**config.mk**
```make
export PLATFORM = sky130hd
export DESIGN_NAME = icb_rr_arb
export DESIGN_NICKNAME = d
export VERILOG_FILES = /design/src/rtl/icb_rr_arb_pkg.sv /design/src/rtl/icb_rr_arb_fifo.sv /design/src/rtl/icb_rr_arb.sv
export SDC_FILE = /design/constraint.sdc
export NUM_CORES = 1
export LEC_CHECK = 0
export CORE_AREA = 2 2 160 162
export DETAILED_ROUTE_END_ITERATION = 10
export DIE_AREA = 0 0 162 164
export GPL_ROUTABILITY_DRIVEN = 0
export PLACE_DENSITY = 0.54
export RECOVER_POWER = 25
export SYNTH_ARGS = -nofsm -noshare
export SYNTH_HDL_FRONTEND = slang
export SYNTH_SLANG_ARGS = --single-unit
```
**constraint.sdc**
```tcl
create_clock -name clk -period 3.05 [get_ports clk]
set_clock_uncertainty 0.05 [all_clocks]
set_input_delay 0.61 -clock clk [delete_from_list [all_inputs] [get_ports clk]]
set_output_delay 0.61 -clock clk [all_outputs]
set_load 0.01 [all_outputs]
```
**src/rtl/icb_rr_arb_pkg.sv**
```systemverilog
// ----------------------------------------------------------------------------
// icb_rr_arb_pkg
// Purpose : shared ICB bus widths and a small helper for the round-robin
//           arbiter and its owner-tracking FIFO.
// Contents: MEM_ADDR_W (address bus), MEM_DATA_W (data bus), ICB_MASK_W
//           (byte mask), idx_w() giving the width of a master index.
// ----------------------------------------------------------------------------
package icb_rr_arb_pkg;

   localparam int MEM_ADDR_W = 32;
   localparam int MEM_DATA_W = 32;
   localparam int ICB_MASK_W = 4;

   // A single master still needs a 1-bit index so vectors never collapse to 0 width.
   function automatic int idx_w(input int n);
      return (n > 1) ? $clog2(n) : 1;
   endfunction

endpackage

```
**src/rtl/icb_rr_arb_fifo.sv**
```systemverilog
// ----------------------------------------------------------------------------
// icb_rr_arb_fifo
// Purpose : synchronous FIFO holding the master index of every outstanding
//           tracked ICB command, in issue order, so responses can be routed.
// Ports   : clk, rst (async, active-high)
//           push_i/din_i  : write side (ignored when full)
//           pop_i         : read side (ignored when empty)
//           dout_o        : head entry (combinational from storage)
//           full_o/empty_o: occupancy flags
// ----------------------------------------------------------------------------
module icb_rr_arb_fifo #(
   parameter int W     = 1,
   parameter int DEPTH = 4
) (
   input  logic         clk,
   input  logic         rst,
   input  logic         push_i,
   input  logic [W-1:0] din_i,
   input  logic         pop_i,
   output logic [W-1:0] dout_o,
   output logic         full_o,
   output logic         empty_o
);

   localparam int AW = $clog2(DEPTH);

   logic [W-1:0]  mem_q [DEPTH];
   logic [AW-1:0] wptr_q, rptr_q;
   logic [AW:0]   cnt_q, cnt_d;
   logic          push_ok, pop_ok;

   assign full_o  = (cnt_q == (AW+1)'(DEPTH));
   assign empty_o = (cnt_q == '0);
   assign push_ok = push_i & ~full_o;
   assign pop_ok  = pop_i & ~empty_o;
   assign dout_o  = mem_q[rptr_q];

   always_comb begin
      cnt_d = cnt_q;
      if (push_ok && !pop_ok)
         cnt_d = cnt_q + 1'b1;
      else if (pop_ok && !push_ok)
         cnt_d = cnt_q - 1'b1;
   end

   always_ff @(posedge clk or posedge rst) begin
      if (rst) begin
         wptr_q <= '0;
         rptr_q <= '0;
         cnt_q  <= '0;
      end else begin
         if (push_ok) wptr_q <= wptr_q + 1'b1;
         if (pop_ok)  rptr_q <= rptr_q + 1'b1;
         cnt_q <= cnt_d;
      end
   end

   // Storage needs no reset: validity is carried entirely by cnt_q.
   always_ff @(posedge clk) begin
      if (push_ok)
         mem_q[wptr_q] <= din_i;
   end

endmodule

```
**src/rtl/icb_rr_arb.sv**
```systemverilog
// ----------------------------------------------------------------------------
// icb_rr_arb
// Purpose : round-robin arbiter sharing one ICB slave port among M_NUM ICB
//           masters. Grant is held until the command handshakes, and the
//           owners of outstanding responses are kept in order for routing.
// Params  : M_NUM (2..4), OUTS_DEPTH (power of 2, >=2), WR_RSP (1: writes
//           are also tracked for a response)
// Ports   : clk, rst (async, active-high)
//           m_icb_cmd_*_i/_o : per-master command channels (flattened buses)
//           m_icb_rsp_*_i/_o : per-master response channels, rdata broadcast
//           s_icb_cmd_*/s_icb_rsp_* : shared slave-side port
//           stat_grant_cnt_o/stat_wait_cnt_o : per-master 32-bit counters
// Config  : `define ICB_ARB_STAT_EN to build the statistics counters;
//           otherwise the stat outputs are tied to zero.
// ----------------------------------------------------------------------------
module icb_rr_arb
   import icb_rr_arb_pkg::*;
#(
   parameter int M_NUM      = 2,
   parameter int OUTS_DEPTH = 4,
   parameter int WR_RSP     = 0
) (
   input  logic                    clk,
   input  logic                    rst,
   input  logic [M_NUM-1:0]        m_icb_cmd_valid_i,
   output logic [M_NUM-1:0]        m_icb_cmd_ready_o,
   input  logic [M_NUM*32-1:0]     m_icb_cmd_addr_i,
   input  logic [M_NUM-1:0]        m_icb_cmd_read_i,
   input  logic [M_NUM*32-1:0]     m_icb_cmd_wdata_i,
   input  logic [M_NUM*4-1:0]      m_icb_cmd_wmask_i,
   output logic [M_NUM-1:0]        m_icb_rsp_valid_o,
   input  logic [M_NUM-1:0]        m_icb_rsp_ready_i,
   output logic [M_NUM-1:0]        m_icb_rsp_err_o,
   output logic [31:0]             m_icb_rsp_rdata_o,
   output logic                    s_icb_cmd_valid_o,
   input  logic                    s_icb_cmd_ready_i,
   output logic [31:0]             s_icb_cmd_addr_o,
   output logic                    s_icb_cmd_read_o,
   output logic [31:0]             s_icb_cmd_wdata_o,
   output logic [3:0]              s_icb_cmd_wmask_o,
   input  logic                    s_icb_rsp_valid_i,
   output logic                    s_icb_rsp_ready_o,
   input  logic                    s_icb_rsp_err_i,
   input  logic [31:0]             s_icb_rsp_rdata_i,
   output logic [M_NUM*32-1:0]     stat_grant_cnt_o,
   output logic [M_NUM*32-1:0]     stat_wait_cnt_o
);

   localparam int IW = idx_w(M_NUM);

   logic [IW-1:0] rr_ptr_q, rr_ptr_d;
   logic          lock_q;
   logic [IW-1:0] lock_idx_q;
   logic [IW-1:0] pick_idx, gnt;
   logic          tracked, blocked, cmd_hs, push, pop;
   logic [IW-1:0] head;
   logic          fifo_full, fifo_empty;

   // First valid master at or after rr_ptr; scanning from the far end lets
   // the closest one win. With no requester the pointer itself is selected.
   always_comb begin
      pick_idx = rr_ptr_q;
      for (int k = M_NUM - 1; k >= 0; k--) begin
         int j;
         j = int'(rr_ptr_q) + k;
         if (j >= M_NUM) j = j - M_NUM;
         if (m_icb_cmd_valid_i[j]) pick_idx = IW'(j);
      end
   end

   // A stalled command keeps its owner even if an earlier master arrives.
   assign gnt     = lock_q ? lock_idx_q : pick_idx;
   assign tracked = m_icb_cmd_read_i[gnt] | (WR_RSP != 0);
   assign blocked = tracked & fifo_full;

   assign s_icb_cmd_valid_o = m_icb_cmd_valid_i[gnt] & ~blocked;
   assign s_icb_cmd_addr_o  = m_icb_cmd_addr_i[int'(gnt)*MEM_ADDR_W +: MEM_ADDR_W];
   assign s_icb_cmd_read_o  = m_icb_cmd_read_i[gnt];
   assign s_icb_cmd_wdata_o = m_icb_cmd_wdata_i[int'(gnt)*MEM_DATA_W +: MEM_DATA_W];
   assign s_icb_cmd_wmask_o = m_icb_cmd_wmask_i[int'(gnt)*ICB_MASK_W +: ICB_MASK_W];

   assign cmd_hs = s_icb_cmd_valid_o & s_icb_cmd_ready_i;
   assign push   = cmd_hs & tracked;

   always_comb begin
      m_icb_cmd_ready_o      = '0;
      m_icb_cmd_ready_o[gnt] = s_icb_cmd_ready_i & ~blocked;
   end

   always_comb begin
      if (int'(gnt) == M_NUM - 1) rr_ptr_d = '0;
      else                        rr_ptr_d = gnt + 1'b1;
   end

   always_ff @(posedge clk or posedge rst) begin
      if (rst) begin
         rr_ptr_q   <= '0;
         lock_q     <= 1'b0;
         lock_idx_q <= '0;
      end else if (cmd_hs) begin
         rr_ptr_q <= rr_ptr_d;
         lock_q   <= 1'b0;
      end else if (s_icb_cmd_valid_o) begin
         lock_q     <= 1'b1;
         lock_idx_q <= gnt;
      end
   end

   icb_rr_arb_fifo #(
      .W     (IW),
      .DEPTH (OUTS_DEPTH)
   ) u_fifo (
      .clk     (clk),
      .rst     (rst),
      .push_i  (push),
      .din_i   (gnt),
      .pop_i   (pop),
      .dout_o  (head),
      .full_o  (fifo_full),
      .empty_o (fifo_empty)
   );

   // Response routing from the FIFO head; nothing is routed while empty.
   always_comb begin
      m_icb_rsp_valid_o = '0;
      m_icb_rsp_err_o   = '0;
      if (!fifo_empty) begin
         m_icb_rsp_valid_o[head] = s_icb_rsp_valid_i;
         m_icb_rsp_err_o[head]   = s_icb_rsp_err_i;
      end
   end

   assign s_icb_rsp_ready_o = ~fifo_empty & m_icb_rsp_ready_i[head];
   assign m_icb_rsp_rdata_o = s_icb_rsp_rdata_i;
   assign pop               = s_icb_rsp_valid_i & s_icb_rsp_ready_o;

`ifdef ICB_ARB_STAT_EN
   genvar gi;
   generate
      for (gi = 0; gi < M_NUM; gi++) begin : g_stat
         logic [31:0] grant_cnt_q, wait_cnt_q;
         always_ff @(posedge clk or posedge rst) begin
            if (rst) begin
               grant_cnt_q <= '0;
               wait_cnt_q  <= '0;
            end else begin
               if (cmd_hs && int'(gnt) == gi)
                  grant_cnt_q <= grant_cnt_q + 1'b1;
               if (m_icb_cmd_valid_i[gi] && !m_icb_cmd_ready_o[gi])
                  wait_cnt_q <= wait_cnt_q + 1'b1;
            end
         end
         assign stat_grant_cnt_o[gi*32 +: 32] = grant_cnt_q;
         assign stat_wait_cnt_o[gi*32 +: 32]  = wait_cnt_q;
      end
   endgenerate
`else
   assign stat_grant_cnt_o = '0;
   assign stat_wait_cnt_o  = '0;
`endif

`ifndef SYNTHESIS
   // A slave response with no recorded owner is a protocol violation.
   stray_rsp_a : assert property (@(posedge clk) disable iff (rst)
      !(s_icb_rsp_valid_i && fifo_empty));
`endif

endmodule

```
==> summary.txt <==
Area contributors post-synth - buf_4 40%, mux2_2 26%, dfrtp_1 8.3%, edfxtp_1 4.0%, buf_6 3.4%
Nets@finish - 730
Commonest cells after routing, fill and taps aside - 147 x clkdlybuf4s50_1, 128 x conb_1, 69 x mux2_2, 45 x buf_2, 25 x buf_4
Routed wire per std cell - 12.9 µm
Minimum clock period - 2.98 ns
Commonest non-fill, non-tap cell in the layout - clkdlybuf4s50_1
Initial drt markers - 68
Maxcap violations - 0
Port Buffers - 223
Pleak - 2.31 nW
IO Count - 416
Depth of the CTS H-tree - 1
Total Routing Usage GR - 0.0737
HP Start - u_fifo.rptr_q[1]$_DFFE_PP0P_
Critical path origin - m_icb_cmd_valid_i[0]
Dpl cell area - 5020 µm²
CP arrival - 2.32 ns
Critical Path End Type - output port
Vias - 2558
Vias in the first global route - 2382
Final Cell Area - 5080 µm²
Critical Path RT - 2.39 ns
Antenna viol nets, final - 0
Final wirelength - 11300 µm
Hold_ws - 0.437 ns
Number of CTS-inserted buffers - 3
CTS Hold Bufs - 0
Synthesized area per cell - 9.35 µm²
Die area - 26600 µm²
Final WS setup - 0.0720 ns
Synth warn - 0
#FFs+latches synth - 14
Max Slew Vio Count - 0
Die Span X - 162 µm
Max Root-Sink Buffers - 2
Die Y - 164 µm
Power Dens Cells - 633 nW/µm²
GR Overflow Total - 0
Post-DP HPWL - 9790 µm
Sink Count - 14
Count of final setup violators - 0
Tcrit/Tclk final - 0.976
DRC - 0
Vias per cell - 2.92
Drt pass-1 iters - 4
Synth Instances - 322
Share of layout cells above drive strength 1 - 0.346
Fmax - 336 MHz
Clock latency at the later pin of the worst-skew pair - 0.24 ns
Post-Place Setup Slack - -0.641 ns
Final hold violations - 0
Starting Density - 0.121
CTS tree - yes
Clock-pin slew on the worst setup and hold paths - 0.04 ns
Hold/Removal Path Class - register to register
Worst vdd ir - 0.245 mV
Synthesis-to-layout area growth - 69.0%
Row count - 58
Reg2reg start - lock_q$_DFFE_PP0P_
Area share of the largest cell type after synthesis - 0.399
Outcome - complete, no violations
Largest net degree at the start of global routing - 18
Sequential area share after synthesis - 0.123
CP Max Fanout - 9
Root buf cell - clkbuf_16
Initial antenna violation count - 1
Core area - 24800 µm²
Startpoint type of the worst setup path - primary input
FF-to-FF setup slack - 0.38 ns
Global-route wire length before repair - 14600 µm
Critical path class - primary input to output port
Number of distinct library cells after synthesis - 34
Cell taking the most area after synthesis - buf_4
Post-Syn Area - 3010 µm²
## repair_timing
item / CTS / global route
setup buffers: 11 / 3
pin swaps: 2 / 0
setup endpoints to repair: 74 / 44
cloned: 1 / 1
gates resized for setup: 247 / 14
## critical path, cell delays in order
cell	delay, ns
buf_2	0.12
or2b_1	0.26
a211oi_4	0.21
buf_6	0.13
buf_12	0.10
a21oi_4	0.03
buf_12	0.16
buf_12	0.14
buf_12	0.12
mux2_4	0.30
buf_6	0.12
## logic make-up after synthesis
family	after synthesis	share of synthesized area
other	1	0.00125
AOI/OAI and AO/OA	13	0.0453
buffers and inverters	179	0.445
DFF	14	0.123
adders and majority gates	6	0.0274
muxes	75	0.286
and+or+nand+nor	28	0.0541
xor gates and xnor gates	6	0.0175
## cell type report
type                            instances  area [µm²]
Inverter                               10        37.5
Fill cell                            2770       19700
Clock buffer                            4        78.8
Timing Repair Buffer                  259        2370
Tap cell                              330         413
Multi-Input combinational cell        257        1820
Sequential cell                        14         370
Antenna cell                            1        2.50
## per-layer routing
layer	track usage	up-vias	share of wire
li1	-	1227	-
met1	0.0985	1131	0.40
met2	0.113	194	0.48
met3	0.0273	6	0.10
met4	0.0153	0	0.0080
met5	0	-	0
## power by group
group,internal (mW),switching [mW],total [mW]
sequential,0.280,0.115,0.394
combinational,1.48,1.10,2.58
clock,0.176,0.0705,0.247
## Yosys cell counts
cell and number:
buf_4 160, mux2_2 70, dfrtp_1 10, inv_1 10, buf_6 9, nor2_1 6, ha_1 5, nand2_1 5
and2_2 4, and3_1 4, edfxtp_1 4, a211oi_1 3, a21oi_1 3, xnor2_1 3, xor2_1 3, a211oi_2 2
mux2_4 2, mux2i_1 2, nor3b_1 2, a21o_1 1, a21o_2 1, a21oi_2 1, a22oi_4 1, and2b_1 1
and2b_2 1, and4b_1 1, conb_1 1, fa_1 1, mux4_2 1, nor2b_1 1, nor3_1 1, o41ai_4 1
or2b_1 1, or3_1 1
## flip-flops by register name, summed over array words and instances, names as in the netlist
signal and count:
lock_idx_q 1, u_fifo.cnt_q 3, lock_q 1, u_fifo.rptr_q 2
u_fifo.mem_q 4, rr_ptr_q 1, u_fifo.wptr_q 2
## final timing paths
kind | depth (start not counted) | to
max | 11 | s_icb_cmd_wmask_o[2]
min | 1 | u_fifo.rptr_q[1]$_DFFE_PP0P_
max reg2reg | 9 | u_fifo.cnt_q[2]$_DFFE_PP0P_
min reg2reg | 1 | u_fifo.rptr_q[1]$_DFFE_PP0P_
max in group asynchronous | 2 | lock_idx_q$_DFFE_PP0P_
min in group asynchronous | 2 | u_fifo.rptr_q[0]$_DFFE_PP0P_
## through the flow
stage | setup TNS (ns) | power (mW) | util | std cells
floorplan | 0 | 1.88 | - | 449
global placement | -37.67 | 2.93 | 0.202 | 856
detailed placement | -38.52 | 2.92 | 0.202 | 856
CTS | -0.172 | 3.19 | 0.204 | 871
global route | -0.000300 | 3.44 | 0.205 | 874
finish | 0 | 3.22 | 0.205 | 875
Note: power is estimated with default switching activity, not from simulation.
